`src/rtl/vram_arbiter_pkg.sv`:
```
// Shared constants for the VRAM arbiter: bus width default and FSM encodings.
package vram_arbiter_pkg;

    localparam int VRAM_ADDR_WIDTH = 12;

    typedef enum logic [1:0] {
        ARB_IDLE  = 2'd0,
        ARB_READ  = 2'd1,
        ARB_TURN  = 2'd2,
        ARB_WRITE = 2'd3
    } arb_state_e;

endpackage

```
`src/rtl/vram_wr_fifo_m.sv`:
```
// Synchronous CPU write FIFO. Full/empty derive from a separate count so the
// pointers can simply wrap modulo the (power-of-two) depth.
module vram_wr_fifo_m #(
    parameter  int WIDTH = 20,
    parameter  int DEPTH = 4,
    localparam int PTR_W = $clog2(DEPTH),
    localparam int CNT_W = PTR_W + 1
) (
    input  logic             i_clk,
    input  logic             i_rst_n,
    input  logic             i_push,
    input  logic [WIDTH-1:0] i_wdata,
    input  logic             i_pop,
    output logic [WIDTH-1:0] o_rdata,
    output logic [CNT_W-1:0] o_count
);

    logic [WIDTH-1:0] r_mem [DEPTH];
    logic [PTR_W-1:0] r_wr_ptr;
    logic [PTR_W-1:0] r_rd_ptr;
    logic [CNT_W-1:0] r_count;
    logic             w_push;
    logic             w_pop;

    // Guard against overflow/underflow so a misbehaving requester cannot corrupt the count.
    assign w_push  = i_push && (r_count != CNT_W'(DEPTH));
    assign w_pop   = i_pop && (r_count != '0);
    assign o_rdata = r_mem[r_rd_ptr];
    assign o_count = r_count;

    // Storage array; no reset needed since the count masks stale entries.
    always_ff @(posedge i_clk) begin
        if (w_push) begin
            r_mem[r_wr_ptr] <= i_wdata;
        end
    end

    // Pointers and occupancy; simultaneous push and pop leaves the count unchanged.
    always_ff @(posedge i_clk or negedge i_rst_n) begin
        if (!i_rst_n) begin
            r_wr_ptr <= '0;
            r_rd_ptr <= '0;
            r_count  <= '0;
        end else begin
            if (w_push) begin
                r_wr_ptr <= r_wr_ptr + PTR_W'(1);
            end
            if (w_pop) begin
                r_rd_ptr <= r_rd_ptr + PTR_W'(1);
            end
            case ({w_push, w_pop})
                2'b10:   r_count <= r_count + CNT_W'(1);
                2'b01:   r_count <= r_count - CNT_W'(1);
                default: r_count <= r_count;
            endcase
        end
    end

endmodule

```
`src/rtl/vram_arbiter_m.sv`:
```
// VRAM bus owner: GPU pixel-fetch reads win by default, queued CPU writes drain
// in idle cycles or in a forced slot once the starve counter saturates.
//
//   state | meaning
//   IDLE  | bus quiet, nothing to do
//   READ  | GPU read issued this cycle (grant), data registered next cycle
//   TURN  | bus-turnaround idle cycle between a READ and a WRITE
//   WRITE | FIFO head written to VRAM, popped at end of cycle
//
// The state is decided combinationally each cycle from the GPU request, FIFO
// occupancy, starve flag and the previous cycle's state (r_state), so a GPU
// request is granted in the same cycle it is presented.
module vram_arbiter_m
    import vram_arbiter_pkg::*;
#(
    parameter int ADDR_W     = VRAM_ADDR_WIDTH,
    parameter int DATA_W     = 8,
    parameter int FIFO_DEPTH = 4,
    parameter int STARVE_MAX = 8
) (
    input  logic              i_clk,
    input  logic              i_rst_n,
    input  logic              i_cpu_wr_valid,
    output logic              o_cpu_wr_ready,
    input  logic [ADDR_W-1:0] i_cpu_wr_addr,
    input  logic [DATA_W-1:0] i_cpu_wr_data,
    input  logic              i_gpu_rd_req,
    input  logic [ADDR_W-1:0] i_gpu_rd_addr,
    output logic              o_gpu_rd_grant,
    output logic              o_gpu_rd_valid,
    output logic [DATA_W-1:0] o_gpu_rd_data,
    output logic [ADDR_W-1:0] o_vram_addr,
    output logic [DATA_W-1:0] o_vram_wdata,
    input  logic [DATA_W-1:0] i_vram_rdata,
    output logic              o_vram_cs,
    output logic              o_vram_oe,
    output logic              o_vram_we
);

    localparam int CNT_W = $clog2(FIFO_DEPTH) + 1;
    localparam int SW    = $clog2(STARVE_MAX + 1);
    localparam logic [SW-1:0] STARVE_LIM = SW'(STARVE_MAX - 1);

    arb_state_e                 r_state;
    arb_state_e                 w_state;
    logic [SW-1:0]              r_starve_cnt;
    logic                       w_starve;
    logic                       r_rd_valid;
    logic [DATA_W-1:0]          r_rd_data;
    logic [CNT_W-1:0]           w_fifo_count;
    logic                       w_fifo_empty;
    logic                       w_fifo_push;
    logic                       w_fifo_pop;
    logic [ADDR_W+DATA_W-1:0]   w_fifo_head;

    assign w_fifo_empty   = (w_fifo_count == '0);
    assign o_cpu_wr_ready = (w_fifo_count != CNT_W'(FIFO_DEPTH));
    assign w_fifo_push    = i_cpu_wr_valid && o_cpu_wr_ready;
    assign w_starve       = (r_starve_cnt >= STARVE_LIM) && !w_fifo_empty;
    assign o_gpu_rd_valid = r_rd_valid;
    assign o_gpu_rd_data  = r_rd_data;

    vram_wr_fifo_m #(
        .WIDTH (ADDR_W + DATA_W),
        .DEPTH (FIFO_DEPTH)
    ) u_wr_fifo (
        .i_clk   (i_clk),
        .i_rst_n (i_rst_n),
        .i_push  (w_fifo_push),
        .i_wdata ({i_cpu_wr_addr, i_cpu_wr_data}),
        .i_pop   (w_fifo_pop),
        .o_rdata (w_fifo_head),
        .o_count (w_fifo_count)
    );

    // Remember this cycle's decision so the next cycle knows whether a turnaround is due.
    always_ff @(posedge i_clk or negedge i_rst_n) begin
        if (!i_rst_n) begin
            r_state <= ARB_IDLE;
        end else begin
            r_state <= w_state;
        end
    end

    // Arbitration decision and bus drive; reset forces IDLE so the bus is quiet immediately.
    always_comb begin
        w_state        = ARB_IDLE;
        o_gpu_rd_grant = 1'b0;
        o_vram_cs      = 1'b0;
        o_vram_oe      = 1'b0;
        o_vram_we      = 1'b0;
        o_vram_addr    = '0;
        o_vram_wdata   = '0;
        w_fifo_pop     = 1'b0;

        if (!i_rst_n) begin
            w_state = ARB_IDLE;
        end else if (r_state == ARB_TURN) begin
            w_state = ARB_WRITE;
        end else if (i_gpu_rd_req && !w_starve) begin
            w_state = ARB_READ;
        end else if (w_starve || !w_fifo_empty) begin
            w_state = (r_state == ARB_READ) ? ARB_TURN : ARB_WRITE;
        end

        case (w_state)
            ARB_READ: begin
                o_gpu_rd_grant = 1'b1;
                o_vram_cs      = 1'b1;
                o_vram_oe      = 1'b1;
                o_vram_addr    = i_gpu_rd_addr;
            end
            ARB_WRITE: begin
                o_vram_cs    = 1'b1;
                o_vram_we    = 1'b1;
                o_vram_addr  = w_fifo_head[ADDR_W+DATA_W-1:DATA_W];
                o_vram_wdata = w_fifo_head[DATA_W-1:0];
                w_fifo_pop   = 1'b1;
            end
            default: begin
            end
        endcase
    end

    // Starvation counter: counts READs won while writes wait; saturates, never wraps.
    always_ff @(posedge i_clk or negedge i_rst_n) begin
        if (!i_rst_n) begin
            r_starve_cnt <= '0;
        end else if (w_fifo_empty || (w_state == ARB_WRITE)) begin
            r_starve_cnt <= '0;
        end else if ((w_state == ARB_READ) && (r_starve_cnt != STARVE_LIM)) begin
            r_starve_cnt <= r_starve_cnt + SW'(1);
        end
    end

    // Read return register: data and valid one cycle after the grant.
    always_ff @(posedge i_clk or negedge i_rst_n) begin
        if (!i_rst_n) begin
            r_rd_valid <= 1'b0;
            r_rd_data  <= '0;
        end else begin
            r_rd_valid <= (w_state == ARB_READ);
            if (w_state == ARB_READ) begin
                r_rd_data <= i_vram_rdata;
            end
        end
    end

endmodule

```
`config.mk`:
```
export PLATFORM = sky130hd
export DESIGN_NAME = vram_arbiter_m
export DESIGN_NICKNAME = d
export VERILOG_FILES = /design/src/rtl/vram_arbiter_pkg.sv /design/src/rtl/vram_wr_fifo_m.sv /design/src/rtl/vram_arbiter_m.sv
export SDC_FILE = /design/constraint.sdc
export NUM_CORES = 1
export LEC_CHECK = 0
export BUFFER_PORTS_ARGS = -buffer_cell sky130_fd_sc_hd__clkbuf_2
export CORE_AREA = 2 2 134 136
export CTS_BUF_LIST = sky130_fd_sc_hd__clkbuf_8
export DETAILED_ROUTE_END_ITERATION = 12
export DIE_AREA = 0 0 136 138
export PLACE_DENSITY = 0.42
export RECOVER_POWER = 50
export SETUP_SLACK_MARGIN = 0.02
export SLEW_MARGIN = 20
export SYNTH_ARGS = -nofsm -noshare
export SYNTH_HDL_FRONTEND = slang
export SYNTH_SLANG_ARGS = --single-unit
```
`constraint.sdc`:
```
create_clock -name i_clk -period 4 [get_ports i_clk]
set_input_delay 0.4 -clock i_clk [delete_from_list [all_inputs] [get_ports i_clk]]
set_output_delay 0.4 -clock i_clk [all_outputs]
set_load 0.005 [all_outputs]
```
* Word level (Yosys, flattened, before mapping)
Memories as Yosys holds them, arrays and structs flattened.
Cells that the tools add are included.
** Operators by class
- Mux-type cells :: 15
- Multipliers :: 0
- Div/mod/pow operators :: 0
- Shifts and indexed selects :: 0
- Add/sub/neg operators :: 5
- Bitwise operators :: 0
- Reductions and logical operators :: 15
- Eq/ne operators :: 8
- Magnitude comparators :: 1
** Operator list (count)
- $pmux 12 s2 :: 1
- $mux 2 :: 4
- $mux 4 :: 2
- $mux 8 :: 1
- $eq 2x1->1 const B :: 3
- $eq 2x2->1 const B :: 3
- $logic_and 1x1->1 :: 6
- $mux 1 :: 6
- $pmux 3 s2 :: 1
- $add 2x1->2 const B :: 2
- $add 4x1->4 const B :: 1
- $ge 4x3->1 const B :: 1
- $ne 4x3->1 const B :: 1
- $reduce_bool 2->1 :: 2
- $add 3x1->3 const B :: 1
- $logic_not 3->1 :: 1
- $ne 3x3->1 const B :: 1
- $reduce_bool 3->1 :: 1
- $sub 3x1->3 const B :: 1
- $logic_not 1->1 :: 2
- $logic_or 1x1->1 :: 2
- $reduce_or 2->1 :: 1
** Storage, ports and cells
- Memories kept :: 1
- Logic and storage cells :: 52
- Flip-flop bits (word level) :: 22
- Input bits :: 44
- Bits in latches :: 0
- Memory bits (read-only) :: 0
- Output and inout port bits :: 34
- Bits in writable memories :: 80
** Memory list
- u_wr_fifo.r_mem :: words 4, width 20, rd ports 1, clocked after Yosys merged registers in 0, wr ports 1, RTL line vram_wr_fifo_m.sv:18 : logic [WIDTH-1:0] r_mem [DEPTH];

* Longest topological paths before layout
Gate-level depths: netlist of the first run.
- Depth in word-level cells :: 13
- Mapped depth :: 11
- Gate-level depth less buffers :: 11

* Modules after synthesis
A second synthesis of the first run with hierarchy kept.
** Unflattened totals
- Cell total of the unflattened synthesis :: 230
- Area total of the unflattened synthesis :: 4271.6 µm²
** By module, submodules not included
- vram_wr_fifo_m :: area an instance 3305.7 µm², seq. area each 2577.5 µm², instances 1, cells an instance 141
- vram_arbiter_m :: area an instance 965.9 µm², seq. area each 375.4 µm², instances 1, cells an instance 89

* Worst setup path after synthesis of the first run
Ideal clock, no wire load.
- Kind :: register to register
- Start point :: register r_starve_cnt[0]
- End point :: register u_wr_fifo.r_count[2] (netlist: u_wr_fifo.o_count[2])
- Path buffers :: 0
- Cell stages (with the launch flop) :: 12
- Data arrival time :: 2.030 ns
- Path slack :: 1.890 ns
- Library setup time :: 0.079 ns
- Clock period less this slack :: 2.110 ns
- Path through :: dfrtp_1 ha_1 nand2_2 a21oi_1 o211ai_1 inv_1 ha_1 inv_1 fa_1 xor2_1 nor2_1 xor2_1
** On the way
- Cells in the longest elaborated chain, start to end :: 12
** Ends and longest elaborated chain
- start: declaration :: RTL line vram_arbiter_m.sv:46 : logic [SW-1:0] r_starve_cnt;
- start signal: assignment :: RTL line vram_arbiter_m.sv:132 : r_starve_cnt <= r_starve_cnt + SW'(1);
- $ge 4x3->1 (*) :: RTL line vram_arbiter_m.sv:59 : assign w_starve = (r_starve_cnt >= STARVE_LIM) && !w_fifo_empty;
- $logic_and 1x1->1 (*) :: RTL line vram_arbiter_m.sv:59
- $logic_or 1x1->1 / $logic_not 1->1 (equally long branches) :: RTL line vram_arbiter_m.sv:102, vram_arbiter_m.sv:100
- $mux 2 / $logic_and 1x1->1 (equally long branches) :: RTL line vram_arbiter_m.sv:102, vram_arbiter_m.sv:100
- $mux 2 (*) :: RTL line vram_arbiter_m.sv:100 : end else if (i_gpu_rd_req && !w_starve) begin
- $mux 2 (*) :: RTL line vram_arbiter_m.sv:98 : end else if (r_state == ARB_TURN) begin
- $mux 2 (*) :: RTL line vram_arbiter_m.sv:96 : if (!i_rst_n) begin
- $eq 2x2->1 (*) :: RTL line vram_arbiter_m.sv:106 : case (w_state)
- $mux 1 (*) :: RTL line vram_arbiter_m.sv:106
- $logic_and 1x1->1 (*) :: RTL line vram_wr_fifo_m.sv:27 : assign w_pop = i_pop && (r_count != '0);
- net u_wr_fifo.w_pop :: RTL line vram_wr_fifo_m.sv:23 : logic w_pop;
- $eq 2x1->1 / $eq 2x2->1 (equally long branches) :: RTL line vram_wr_fifo_m.sv:51 : case ({w_push, w_pop})
- $pmux 3 s2 / $reduce_bool 2->1 (equally long branches)
- end signal: assignment :: RTL line vram_wr_fifo_m.sv:52 : 2'b10: r_count <= r_count + CNT_W'(1);
- end signal: assignment :: RTL line vram_wr_fifo_m.sv:53 : 2'b01: r_count <= r_count - CNT_W'(1);
- end signal: assignment :: RTL line vram_wr_fifo_m.sv:54 : default: r_count <= r_count;
- end: declaration :: RTL line vram_wr_fifo_m.sv:21 : logic [CNT_W-1:0] r_count;
Mark *: on every way through the listed nets, which the timed path passes. The rest lies on a longest branch.
A chain may end at the register's enable or synchronous reset.

* Final worst setup path of the first run
- Start point :: register r_starve_cnt[0]
- End point :: output o_vram_addr[6]
** On the way
- Cells in the longest elaborated chain, start to end :: 9
** Ends and longest elaborated chain
- $ge 4x3->1 (*) :: RTL line vram_arbiter_m.sv:59
- $logic_and 1x1->1 (*) :: RTL line vram_arbiter_m.sv:59
- $logic_or 1x1->1 / $logic_not 1->1 (equally long branches) :: RTL line vram_arbiter_m.sv:102, vram_arbiter_m.sv:100
- $mux 2 / $logic_and 1x1->1 (equally long branches) :: RTL line vram_arbiter_m.sv:102, vram_arbiter_m.sv:100
- $mux 2 (*) :: RTL line vram_arbiter_m.sv:100
- $mux 2 (*) :: RTL line vram_arbiter_m.sv:98
- $mux 2 (*) :: RTL line vram_arbiter_m.sv:96
- $eq 2x2->1 / $eq 2x1->1 (equally long branches) :: RTL line vram_arbiter_m.sv:106
- $pmux 12 s2 (*) :: RTL line vram_arbiter_m.sv:106
- end: declaration :: RTL line vram_arbiter_m.sv:32 : output logic [ADDR_W-1:0] o_vram_addr,
Mark *: on every way between the ends. The rest lies on a longest branch, timed or not.

==> reports/results.txt, run 1 <==
outcome: complete, no violations
Detailed Place HPWL: 5940 um
Vias: 2364
clk slew on worst S/H paths: 0.10 ns
Routed WL: 9350 um
P&R area growth vs syn: 19.0%
Post-Route Utilization: 28.9%
Mapped Area: 4250 um^2
CTS max path bufs: 2
layout cells sized above 1: 31.3%
Cell Int Power: 2.09 mW
Clock power frac: 20.4%
Cell Chain, Critical Path: ha_1 > nand2_1 > a22oi_1 > nor2_2 > a32o_1 > clkbuf_2
# fillers: 1822
CP required: 3.60 ns
die height: 138 um
synthesis-stage register bit count: 102
vias in the first global route: 2453
Fmax achieved: 337 MHz
asr flop ratio synth: 21.6%
RSZ-0062 raised after global routing: no
initial antenna violation count: 0
HP Class: in -> async
IO Port Bufs: 77
global-route wire length before repair: 14500 um
syn_nets: 282
drt drc: 0
final hold violation count: 0
Max Cap Viol: 0
Yosys top cell area share: 56.5%
Overflow after GRT: 0
Vias/cell: 4.31
die area: 18800 um^2
setup TNS: 0 ns
Main synth FF type: edfxtp_1
initial core utilization: 24.3%
Rows: 49
Core Region: 17500 um^2
DR pass1 iterations: 4
Final #Nets: 365
post-synth top area cell: edfxtp_1
CP Data Arrival Time: 2.57 ns
post-CTS sizing: 0
Sw Ratio: 31.9%
Total Routing Usage GR: 10.4%
Synth cell types: 43
number of buffers created by CTS: 9
Crit Path Max Fanout: 18
mean post-synth cell area: 18.4 um^2
DRT antenna net count: 0
P_leak: 1.87 nW
Ports: 78
Synth top cells by count: 80 x edfxtp_1, 22 x dfrtp_1, 17 x mux4_2, 12 x a32o_1, 12 x and3_1
setup bufs post-CTS: 0
register area share after synthesis: 69.4%
pin count of the biggest net entering global routing: 51
ANT cells: 0
total power: 3.06 mW
CTS root buffer: clkbuf_8
fin crit share: 74.3%
Clock Latency Late Sink: 0.37 ns
kind of critical path: reg -> out
Slew headroom: 32.0%
Flop pwr share: 52.2%
most common cell in the synthesized netlist: edfxtp_1
synthesized instance count: 231
startpoint types: register
Critical Path Sink Type: output port
width of the die: 136 um
Finish-stage setup viols: 0
Worst Tran Pin Value: 1.02 ns
H-tree levels: 3
Yosys warnings: 0
Synth area leaders: edfxtp_1 56%, dfrtp_1 13%, mux4_2 9.0%
Critical Path Slowest Stage Cell: nor2_2
# hold bufs at CTS: 0
drt wl/cell: 17.1 um
final max-slew violation count: 0
clk sinks: 102
RePlAce Congestion: 0.658
Power Dens Cells: 606 nW/um^2
switching pwr: 0.977 mW
Max stage delay on crit path: 0.75 ns
DRT iter0 DRCs: 117
Final Skew: 0.00747 ns
CTS tree: yes
Peak VDD IR: 0.230 mV
Combinational Power Share: 27.4%
Tmin final: 2.97 ns
EDFF count, synth: 80
## logic make-up after synthesis
logic type	Yosys count	share of synthesized area [%]
xor gates and xnor gates	6	1.24
adders and majority gates	8	2.50
DFF	102	69.4
muxes	30	13.5
buffers and inverters	23	2.65
and+or+nand+nor	32	4.94
AOI/OAI and AO/OA	30	5.77
## sequential cells by signal, summed over array words and instances (netlist names)
signal              count
u_wr_fifo.r_mem        80
o_gpu_rd_data           8
r_starve_cnt            4
u_wr_fifo.o_count       3
r_state                 2
u_wr_fifo.r_rd_ptr      2
u_wr_fifo.r_wr_ptr      2
o_gpu_rd_valid          1
## final timing paths
path,start,to,slack (ns),cells after the start
worst max-delay path,r_starve_cnt[0],o_vram_addr[6],1.03,6
min in group i_clk,i_vram_rdata[3],o_gpu_rd_data[3],0.25,2
worst max register to register,r_starve_cnt[0],o_gpu_rd_data[6],1.47,6
max in group asynchronous,i_rst_n,u_wr_fifo.r_rd_ptr[0],3.42,2
worst min register to register,o_gpu_rd_data[1],o_gpu_rd_data[1],0.49,1
worst min-delay path,i_rst_n,r_starve_cnt[3],0.14,2
## power by group through the flow
stage / clock network, mW / logic, mW / registers [mW]
CTS: 0.657 / 0.872 / 1.61
detailed placement: 0 / 0.872 / 1.64
finish: 0.626 / 0.838 / 1.60
global route: 0.707 / 0.926 / 1.65
floorplan: 0 / 0.658 / 1.51
global placement: 0 / 0.863 / 1.63
## routing by layer
layer	up-vias	GRT usage [%]	routed length (um)
met4	0	1.64	61
met5	-	0	0
met1	1209	13.0	4000
met2	58	17.5	4810
met3	6	3.67	475
li1	1091	-	-
## critical path: cells and delay by family (launching register included)
kind / cells / cell delay [ns]
flip-flops: 1 / 0.41
AND/OR/NAND/NOR: 2 / 0.96
AO/OA/AOI/OAI: 2 / 0.48
buffers and inverters: 1 / 0.12
adder cells (fa/ha/maj): 1 / 0.22
## area by class of cell
cell class | count | area, um^2 | area share, %
clock inverters | 7 | 66.3 | 1.31
clock buffers | 9 | 124 | 2.45
repair buffers | 84 | 407 | 8.03
inverters | 11 | 41.3 | 0.816
well taps | 229 | 287 | 5.66
multi-input cells | 106 | 1180 | 23.4
flip-flops and latches | 102 | 2950 | 58.4
## layout by cell type (no fill, tap or decap), types with 5 or more instances in the layout
| cell | Yosys | layout |
|---|---|---|
| dfrtp_1 | 22 | 21 |
| clkbuf_1 | 5 | 25 |
| inv_1 | 11 | 12 |
| edfxtp_1 | 80 | 80 |
| a32o_1 | 12 | 12 |
| ha_1 | 6 | 6 |
| mux2_1 | 7 | 7 |
| buf_4 | 2 | 7 |
| clkbuf_8 | 0 | 9 |
| clkbuf_2 | 0 | 52 |
| mux4_2 | 17 | 17 |
| and3_1 | 12 | 12 |
| a21oi_1 | 5 | 5 |
## per-stage QoR
stage                     hold slack [ns]  worst slack, ns  area (um^2)  cells
after global routing                0.189            0.791         5060    548
final                               0.145             1.03         5060    548
after floorplan                     0.104             1.89         4250    231
after global placement              0.467             1.53         4910    532
after CTS                           0.134             1.11         5100    548
after detailed placement            0.477             1.47         4910    532
(Power assumes the default switching activity.)
==> run 2: changes to the inputs <==
- clock period: 4 -> 2.8 ns (I/O delays scaled with it)
==> run 2 against run 1 <==
Power increased by 44%. Utilization increased by 0.16 points. First-iteration DRC count down 4.3%. Clock power rose by 42%. Setup slack got worse by 0.78 ns. Final area rose by 0.57%. Largest power group unchanged. Cell count up 0.55%. Highest routed layer unchanged.
==> reports/results.txt, run 2 (synthesis results as in run 1) <==
Worst Tran Pin Value: 0.582 ns
global-route wire length before repair: 14300 um
clk sinks: 102
die height: 138 um
initial core utilization: 24.3%
Largest Register: u_wr_fifo.r_mem
total power: 4.41 mW
ANT cells: 0
fin crit share: 91.0%
max FFs per register: 80
most common cell after layout, fill and taps aside: edfxtp_1
Overflow after GRT: 0
Detailed Place HPWL: 5900 um
DRT antenna net count: 0
outcome: complete, no violations
Vias: 2352
HP Class: in -> reg
Tmin final: 2.55 ns
Crit Path Max Fanout: 21
drt drc: 0
startpoint types: register
clk slew on worst S/H paths: 0.11 ns
dpl ws: 0.507 ns
final hold violation count: 0
DRT iter0 DRCs: 112
WL met2: 4490 um
# hold bufs at CTS: 1
Critical Path Sink Type: output port
DR pass1 iterations: 4
CP Data Arrival Time: 2.27 ns
P_leak: 1.88 nW
RSZ-0062 raised after global routing: no
most frequent cells in the layout: 80 x edfxtp_1, 55 x clkbuf_2, 22 x clkbuf_1
Worst Slack Setup Final: 0.253 ns
drt wl/cell: 16.9 um
Post-Route Utilization: 29.0%
Fmax achieved: 393 MHz
WL met3: 362 um
CTS root buffer: clkbuf_8
vias in the first global route: 2468
Routed WL: 9310 um
post-CTS sizing: 0
layout cells sized above 1: 33.2%
CTS tree: yes
width of the die: 136 um
Core Region: 17500 um^2
Clock Latency Late Sink: 0.37 ns
IO Port Bufs: 77
Ports: 78
Finish-stage setup viols: 0
Rows: 49
Slew headroom: 61.2%
P&R area growth vs syn: 19.7%
die area: 18800 um^2
number of buffers created by CTS: 9
kind of critical path: reg -> out
max layer used: met4
setup TNS: 0 ns
final max-slew violation count: 0
CTS max path bufs: 2
WL met1: 4320 um
Peak VDD IR: 0.319 mV
Final Skew: 0.0128 ns
H-tree levels: 3
Max Cap Viol: 0
Power Dens Cells: 867 nW/um^2
RePlAce Congestion: 0.657
initial antenna violation count: 0
R2R Setup Slk: 0.51 ns
setup bufs post-CTS: 0
Total Routing Usage GR: 10.5%
CP required: 2.52 ns
Vias/cell: 4.27
Final #Nets: 368
pin count of the biggest net entering global routing: 39
[run 2: layer usage]
layer / track usage [%] / vias to the layer above
met5: 0 / -
met2: 16.5 / 51
met3: 2.38 / 9
li1: - / 1094
met4: 4.77 / 0
met1: 13.8 / 1198
[run 2: per-stage QoR]
stage               hold WS, ns  instances  cell area (um^2)
CTS                      0.0903        551              5120
global placement          0.205        534              4920
detailed placement        0.204        534              4920
finish                    0.116        551              5090
floorplan               -0.0156        231              4250
global route             0.0791        551              5090
[run 2: final cells by class]
type / count / area [um^2]
fillers: 1816 / 12400
inverters: 11 / 41.3
clock inverters: 7 / 63.8
flip-flops and latches: 102 / 2950
well taps: 229 / 287
clock buffers: 9 / 124
repair buffers: 87 / 435
multi-input cells: 106 / 1180
[run 2: critical path, stage by stage (launching register included)]
cell and delay (ns):
dfrtp_1 0.39, ha_1 0.20, nand2_2 0.11, a21oi_2 0.19
maj3_2 0.59, a32o_1 0.29, clkbuf_2 0.12
[run 2: power breakdown]
part	leakage, nW	internal [mW]	total (mW)	switching (mW)
registers	1.00	2.00	2.20	0.193
clock network	0.0903	0.343	0.891	0.548
logic	0.791	0.655	1.33	0.671
total	1.88	3.00	4.41	1.41
[run 2: worst paths after layout]
kind	startpoint	to	cells after the start
worst max-delay path	r_starve_cnt[0]	o_vram_addr[7]	6
worst min-delay path	i_vram_rdata[0]	o_gpu_rd_data[0]	2
worst max register to register	r_starve_cnt[0]	u_wr_fifo.o_count[2]	11
worst min register to register	o_gpu_rd_data[3]	o_gpu_rd_data[3]	1
max in group asynchronous	i_rst_n	r_starve_cnt[1]	3
min in group asynchronous	i_rst_n	u_wr_fifo.r_rd_ptr[1]	2
==> run 3: changes to the inputs <==
- CELL_PAD_IN_SITES_DETAIL_PLACEMENT: unset -> 0
- CELL_PAD_IN_SITES_GLOBAL_PLACEMENT: unset -> 1
- PLACE_DENSITY: 0.42 -> 0.47
- SYNTH_HIERARCHICAL: unset -> 1
==> run 3 against run 2 <==
Synthesized cell count is 0.43% lower. Sequential power is essentially flat. Final area rose by 0.34%. Setup slack better by 0.0068 ns. Clock skew about the same. Power rose by 0.82%. Via count rose by 2.0%. Critical path type is now reg -> reg. Largest power group unchanged.
==> reports/results.txt, run 3 <==
R2R Setup Slk: 0.26 ns
H-tree levels: 3
Worst Slack Setup Final: 0.259 ns
drt wl/cell: 17.2 um
Final #Nets: 369
Fmax achieved: 394 MHz
register area share after synthesis: 69.1%
Vias: 2398
vias in the first global route: 2466
CTS tree: yes
P&R area growth vs syn: 19.6%
asr flop ratio synth: 21.6%
ANT cells: 0
Yosys top cell area share: 56.2%
die area: 18800 um^2
kind of critical path: reg -> reg
Max Cap Viol: 0
DRT antenna net count: 0
Worst Tran Pin Value: 0.633 ns
syn_nets: 281
most common cell in the synthesized netlist: edfxtp_1
max FFs per register: 80
Overflow after GRT: 0
Routed WL: 9470 um
Mapped Area: 4270 um^2
outcome: complete, no violations
most frequent cells in the layout: 80 x edfxtp_1, 50 x clkbuf_2, 27 x clkbuf_1
EDFF count, synth: 80
mean post-synth cell area: 18.6 um^2
final std cells w/o fill: 552
DR pass1 iterations: 6
Synth top cells by count: 80 x edfxtp_1, 22 x dfrtp_1, 18 x mux4_2, 11 x a32o_2, 9 x inv_1
Ports: 78
Detailed Place HPWL: 5990 um
fin crit share: 90.7%
HP Class: in -> async
Worst R2R End: u_wr_fifo/o_count[2]
number of buffers created by CTS: 9
CTS root buffer: clkbuf_8
Final Skew: 0.0123 ns
Total Routing Usage GR: 10.5%
Main synth FF type: edfxtp_1
Rows: 49
width of the die: 136 um
Slew headroom: 57.4%
drt drc: 0
setup TNS: 0 ns
initial core utilization: 24.4%
final hold violation count: 0
die height: 138 um
Clock Latency Late Sink: 0.38 ns
global-route wire length before repair: 14300 um
RSZ-0062 raised after global routing: no
Peak VDD IR: 0.236 mV
Synth cell types: 44
dpl ws: 0.170 ns
Power Dens Cells: 871 nW/um^2
Post-Route Utilization: 29.1%
RePlAce Congestion: 0.741
most common cell after layout, fill and taps aside: edfxtp_1
FF-to-FF path depth: 12
P_leak: 1.93 nW
IO Port Bufs: 77
Yosys warnings: 6
Crit Path Max Fanout: 6
placed insts: 535
layout cells sized above 1: 35.3%
# fillers: 1802
r2r startpoint: r_starve_cnt[0]
startpoint types: register
synthesis-stage register bit count: 102
clk sinks: 102
Critical Path Sink Type: register
final max-slew violation count: 0
CP required: 3.10 ns
CP Data Arrival Time: 2.84 ns
pin count of the biggest net entering global routing: 45
Worst Hold Slack: 0.0507 ns
Synth area leaders: edfxtp_1 56%, dfrtp_1 13%, mux4_2 9.5%
DRT iter0 DRCs: 122
Vias/cell: 4.34
synthesized instance count: 230
Tmin final: 2.54 ns
Largest Register: u_wr_fifo/r_mem
initial antenna violation count: 0
post-synth top area cell: edfxtp_1
clk slew on worst S/H paths: 0.10 ns
Finish-stage setup viols: 0
CTS max path bufs: 2
Core Region: 17500 um^2
## run 3: layout make-up
type,count,area (um^2),share of cell area (%)
sequential,102,2950,57.8
inverter,9,33.8,0.661
multi-input combinational,108,1200,23.6
tap,229,287,5.61
timing repair buffer,88,459,8.99
clock buffer,9,124,2.43
clock inverter,7,46.3,0.906
## run 3: worst max-delay path by stage
stage,from,to,slack (ns),depth (start not counted)
finish,r_starve_cnt[0],u_wr_fifo/o_count[2],0.26,12
floorplan,r_starve_cnt[0],u_wr_fifo/o_count[2],0.23,13
global placement,r_starve_cnt[0],u_wr_fifo/o_count[2],0.24,12
CTS,r_starve_cnt[0],u_wr_fifo/o_count[2],0.15,12
detailed placement,r_starve_cnt[0],u_wr_fifo/o_count[2],0.17,12
global route,r_starve_cnt[0],u_wr_fifo/o_count[2],0.04,12
## run 3: logic make-up (layout without fill, tap and decap cells)
group	count (synthesis)	in the layout	share of synthesized area, %
AND/OR/NAND/NOR	35	35	4.95
buffers and inverters	20	113	2.75
flip-flops	102	102	69.1
XOR/XNOR	6	6	1.23
adder cells (fa/ha/maj)	8	8	2.49
AO/OA/AOI/OAI	29	29	6.12
multiplexers	30	30	13.3
## run 3: repair_timing
item                                    in CTS  in global routing
hold endpoints to repair                     0                  0
setup buffers                                0                  1
endpoints found under the setup margin       0                  1
gates resized for setup                      0                  1
hold buffers                                 0                  0
## run 3: critical path, stage by stage, from the launching register on
cell and delay [ns]:
dfrtp_1 0.38, ha_1 0.21, nand2_2 0.11, a21oi_2 0.16
maj3_2 0.22, and2_1 0.16, o31a_1 0.18, ha_1 0.18
inv_1 0.06, fa_1 0.38, xor2_1 0.16, nor2_1 0.12
xor2_1 0.15
## run 3: where the power goes
part	switching (mW)	internal, mW	leakage [nW]	total (mW)
combinational	0.717	0.706	0.835	1.42
clock	0.516	0.327	0.0908	0.843
sequential	0.178	2.01	0.999	2.18
total	1.41	3.04	1.93	4.45
## run 3: routing by layer
metal | vias up | share of wire, % | GRT usage [%]
met4 | 0 | 1.4 | 3.23
li1 | 1095 | - | -
met5 | - | 0 | 0
met3 | 10 | 5.4 | 3.48
met1 | 1226 | 43 | 12.7
met2 | 67 | 51 | 17.7
## run 3: per-stage QoR
stage               power, mW  area [um^2]
floorplan                3.15         4270
global placement         3.69         4970
detailed placement       3.71         4970
CTS                      4.58         5140
global route             4.76         5110
finish                   4.45         5110
